`config.mk`:
```
export PLATFORM = sky130hd
export DESIGN_NAME = dmem_arbiter
export DESIGN_NICKNAME = d
export VERILOG_FILES = /design/src/rtl/dmem_arbiter.sv
export SDC_FILE = /design/constraint.sdc
export NUM_CORES = 1
export LEC_CHECK = 0
export ABC_AREA = 1
export ABC_CLOCK_PERIOD_IN_PS = 3500
export CORE_ASPECT_RATIO = 1.5
export CORE_MARGIN = 3
export CORE_UTILIZATION = 34
export CTS_BUF_LIST = sky130_fd_sc_hd__clkbuf_8
export CTS_CLUSTER_SIZE = 12
export DETAILED_ROUTE_END_ITERATION = 6
export PLACE_DENSITY = 0.88
export SLEW_MARGIN = 25
export SYNTH_ARGS = -nofsm -noshare
export SYNTH_HDL_FRONTEND = slang
export SYNTH_SLANG_ARGS = --single-unit
export TNS_END_PERCENT = 1
```
`constraint.sdc`:
```
create_clock -name clk -period 3.5 [get_ports clk]
set_input_delay 0.875 -clock clk [delete_from_list [all_inputs] [get_ports clk]]
set_output_delay 0.875 -clock clk [all_outputs]
set_load 0.02 [all_outputs]
```
`src/rtl/dmem_arbiter.sv`:
```
// dmem_arbiter: shares the single-port data memory between the MEM stage
// and an external loader/debug port, with starvation-bounded EXT windows.
module dmem_arbiter #(
  parameter int XLEN         = 32,
  parameter int ADDR_WIDTH   = 8,
  parameter int STARVE_LIMIT = 4,
  parameter int EXT_BURST    = 2
) (
  input  logic                  clk,
  input  logic                  reset,
  input  logic                  cpu_req,
  input  logic                  cpu_we,
  input  logic [XLEN/8-1:0]     cpu_be,
  input  logic [ADDR_WIDTH-1:0] cpu_addr,
  input  logic [XLEN-1:0]       cpu_wd,
  output logic                  cpu_gnt,
  output logic                  cpu_stall,
  input  logic                  ext_valid,
  output logic                  ext_ready,
  input  logic                  ext_we,
  input  logic [XLEN/8-1:0]     ext_be,
  input  logic [ADDR_WIDTH-1:0] ext_addr,
  input  logic [XLEN-1:0]       ext_wd,
  output logic                  ext_rvalid,
  output logic [XLEN-1:0]       ext_rdata,
  output logic                  mem_we,
  output logic [XLEN/8-1:0]     mem_be,
  output logic [ADDR_WIDTH-1:0] mem_addr,
  output logic [XLEN-1:0]       mem_wd,
  input  logic [XLEN-1:0]       mem_rd
);

  localparam int SW = $clog2(STARVE_LIMIT + 1);
  localparam int BW = $clog2(EXT_BURST + 1);
  localparam logic [SW-1:0] STARVE_LAST = SW'(STARVE_LIMIT - 1);
  localparam logic [BW-1:0] BURST_LAST  = BW'(EXT_BURST - 1);

  typedef enum logic {
    CPU_PRI,
    EXT_PRI
  } state_t;

  state_t        state_q;
  state_t        state_d;
  logic [SW-1:0] starve_q;
  logic [SW-1:0] starve_d;
  logic [BW-1:0] burst_q;
  logic [BW-1:0] burst_d;
  logic          ext_hs;
  logic          ext_rd_hs;

  // Same-cycle grant: priority owner wins, the other only gets an idle slot
  always_comb begin
    cpu_gnt   = 1'b0;
    ext_ready = 1'b0;
    case (state_q)
      CPU_PRI: begin
        cpu_gnt   = cpu_req;
        ext_ready = ext_valid && !cpu_req;
      end
      EXT_PRI: begin
        ext_ready = ext_valid;
        cpu_gnt   = cpu_req && !ext_valid;
      end
    endcase
  end

  assign cpu_stall = cpu_req && !cpu_gnt;
  assign ext_hs    = ext_valid && ext_ready;
  assign ext_rd_hs = ext_hs && !ext_we;

  // Route the granted requester to the memory; idle bus is all zeros
  always_comb begin
    mem_we   = 1'b0;
    mem_be   = '0;
    mem_addr = '0;
    mem_wd   = '0;
    if (cpu_gnt) begin
      mem_we   = cpu_we;
      mem_be   = cpu_be;
      mem_addr = cpu_addr;
      mem_wd   = cpu_wd;
    end else if (ext_ready) begin
      mem_we   = ext_we;
      mem_be   = ext_be;
      mem_addr = ext_addr;
      mem_wd   = ext_wd;
    end
  end

  // Next state: starvation opens an EXT window, the burst count closes it
  always_comb begin
    state_d  = state_q;
    starve_d = starve_q;
    burst_d  = burst_q;
    case (state_q)
      CPU_PRI: begin
        burst_d = '0;
        if (ext_valid && !ext_ready) begin
          if (starve_q == STARVE_LAST) begin
            state_d  = EXT_PRI;
            starve_d = '0;
          end else begin
            starve_d = starve_q + 1'b1;
          end
        end else begin
          starve_d = '0;
        end
      end
      EXT_PRI: begin
        starve_d = '0;
        if (!ext_valid) begin
          state_d = CPU_PRI;
          burst_d = '0;
        end else if (burst_q == BURST_LAST) begin
          state_d = CPU_PRI;
          burst_d = '0;
        end else begin
          burst_d = burst_q + 1'b1;
        end
      end
    endcase
  end

  // State and counter registers
  always_ff @(posedge clk or posedge reset) begin
    if (reset) begin
      state_q  <= CPU_PRI;
      starve_q <= '0;
      burst_q  <= '0;
    end else begin
      state_q  <= state_d;
      starve_q <= starve_d;
      burst_q  <= burst_d;
    end
  end

  // EXT read return: one-cycle registered pulse, data held between reads
  always_ff @(posedge clk or posedge reset) begin
    if (reset) begin
      ext_rvalid <= 1'b0;
      ext_rdata  <= '0;
    end else begin
      ext_rvalid <= ext_rd_hs;
      if (ext_rd_hs) begin
        ext_rdata <= mem_rd;
      end
    end
  end

endmodule

```
==> impl_metrics.py <==
metrics = {
    "run_status": {
        "status": "finished, final reports clean",
    },
    "synthesis": {
        "syn-cell-area_mm2": 0.00221,
        "ys_warn_count": 0,
        "synth_largest_area_cell": "dfrtp_1",
        "ys_ff_latch": 39,
        "synth_top_area_frac": 0.442,
        "synthTopCellsByArea": "dfrtp_1 44%, nand2_1 35%, nand4_1 9.1%",
        "yosysUniqueCellTypes": 20,
        "yosysSeqAreaShare": 0.442,
        "syn_avg_cell_area_um2": 6.94,
        "synth_nets": 445,
        "synthCells": 318,
    },
    "sta": {
        "slew_viol_final": 0,
        "rsz0062_at_grt": "no",
        "fmax_mhz": 296,
        "setup_viol": 0,
        "hold_viol": 0,
        "skew_ps": 6.64,
        "finalSetupTns_ps": 0,
        "fin_crit_sh": 0.966,
        "relSlewSlack": 0.488,
        "min_period_ps": 3380,
        "tightest_slew_ps": 768,
    },
    "grt": {
        "grtUsageTotal": 0.246,
        "grt_max_degree": 43,
        "grt_pass1_vias": 2842,
        "antenna_found_initial": 0,
        "grt-ovfl-total": 0,
        "grt_pass1_wl_um": 14600,
    },
    "detailed_routing": {
        "routedWlPerCell_um": 16.0,
        "route.detailed.drc": 0,
        "first_pass_iters": 4,
        "vias": 2869,
        "ant_nets": 0,
        "routed_via_density": 4.81,
        "first_iter_violations": 92,
        "wl_um": 9540,
    },
    "setup_path": {
        "cp_slowest_stage_delay_ps": 640,
        "crit_chain": "clkdlybuf4s50_1, nand2_4, nand2_2, buf_12, clkdlybuf4s50_1",
        "r2r_end": "ext_rdata[6]",
        "cp_common_cell": "clkdlybuf4s50_1",
        "crit_type": "in2out",
        "crit_required_ps": 2620,
        "cp_slowest_cell": "clkdlybuf4s50_1",
        "r2r-start": "state_q",
        "cp-start-kind": "input pin",
        "rr_worst_depth": 5,
        "crit_fanout": 42,
        "worst_setup_path_end_kind": "output pin",
        "arrival_ps": 2510,
        "r2r_setup_slack_ps": 2050,
    },
    "power": {
        "power_density_mw_per_mm2": 325,
        "cellLeakagePower_nw": 2.54,
        "irDropWorstVdd_uv": 261,
        "finalPower_mw": 1.45,
    },
    "cts": {
        "path_clk_slew_ps": 70,
        "hold_buffers": 0,
        "cts_resized": 1,
        "cts-htree-levels": 2,
        "cts.sinks": 39,
        "cts_setup_buffers": 0,
        "cts_buffers": 5,
        "cts_tree": "built",
        "insertion_delay_ps": 270,
        "cts-root-buf": "clkbuf_8",
        "clock_path_buffers": 2,
    },
    "place": {
        "gp_congestion": 0.892,
        "io_buffer_count": 206,
        "place_area_mm2": 0.00432,
        "hpwl_um": 7530,
    },
    "min_path": {
        "min_path_type": "reg2reg",
        "hold_end": "burst_q[0]",
        "min_from": "burst_q[0]",
        "worstHoldPathCells": 1,
    },
    "finish": {
        "final_common_cell": "nand2_1",
        "syn_to_final_growth_pct": 103,
        "nNetsFinal": 649,
        "diodes": 0,
        "final_area_mm2": 0.00447,
        "layout_common_cells": "203 x nand2_1, 162 x clkdlybuf4s50_1, 39 x dfrtp_1",
        "drive_gt1_frac": 0.0746,
    },
    "die": {
        "io_pins": 207,
        "start_util": 0.355,
        "row_count": 35,
        "die-area_mm2": 0.00751,
        "die-height_um": 105,
        "die_w_um": 71.8,
        "fp.coreArea_mm2": 0.00622,
    },
    "flow_run": {
        "maxCapViolCount": 0,
    },
}
[worst max path at each step]
| stage | start | to |
|---|---|---|
| 2_1_floorplan | ext_valid | mem_wd[10] |
| 3_3_place_gp | ext_valid | mem_wd[20] |
| 3_5_place_dp | ext_valid | mem_wd[6] |
| 4_1_cts | ext_valid | mem_wd[21] |
| 5_1_grt | ext_valid | ext_ready |
| 6_report | ext_valid | ext_ready |
[worst max-delay path, delay by kind of cell]
kind	cells	cell delay, ps
simple gates	2	190
buf+inv	3	1410
[per-layer routing]
layer	vias to the layer above	global-route usage	share of wire
met1	1284	0.283	0.37
met3	20	0.119	0.14
met2	156	0.405	0.47
met5	-	0	0
li1	1409	-	-
met4	0	0.0605	0.025
[power by group]
group / switching [mW] / total (mW) / internal, mW
Clock: 0.141 / 0.275 / 0.134
Sequential: 0.0336 / 0.544 / 0.511
Combinational: 0.304 / 0.634 / 0.329
Total: 0.479 / 1.45 / 0.974
[metrics by stage]
step / utilization / std cells / setup slack (ps) / hold WS, ps
floorplan: - / 318 / 928 / 415
global placement: 0.694 / 589 / 36.8 / 427
detailed placement: 0.694 / 589 / 3.82 / 446
CTS: 0.707 / 597 / 0.874 / 456
global route: 0.719 / 597 / 65.6 / 480
finish: 0.719 / 597 / 119 / 455
[sequential cells by signal, indices dropped and copies added (netlist names)]
signal / flops
burst_q: 2
ext_rdata: 32
ext_rvalid: 1
starve_q: 3
state_q: 1
[cell type report]
type                            instances  area [um^2]
Inverter                                8         30.0
Timing Repair Buffer                  218         2220
Tap cell                               74         92.6
Multi-Input combinational cell        250         1070
Clock inverter                          3         12.5
Sequential cell                        39          976
Fill cell                             506         1750
Clock buffer                            5         68.8
[cell families (layout without fill, tap and decap cells)]
group	after synthesis	in the layout	synth area share
AO/OA/AOI/OAI	2	2	0.00454
adder cells (fa/ha/maj)	1	1	0.00567
buffers and inverters	29	234	0.0715
flip-flops	39	39	0.442
AND/OR/NAND/NOR	247	247	0.476
[cell usage after synthesis]
library cell	number
buf_1	1
buf_2	12
buf_4	1
buf_6	4
clkbuf_1	3
dfrtp_1	39
ha_1	1
inv_1	5
inv_2	3
nand2_1	203
nand2_2	2
nand2_4	1
nand3_1	1
nand3_2	1
nand4_1	32
nor2_1	3
nor2_8	1
nor3_1	2
nor3b_1	1
o21ai_0	2
(Power assumes the default switching activity.)
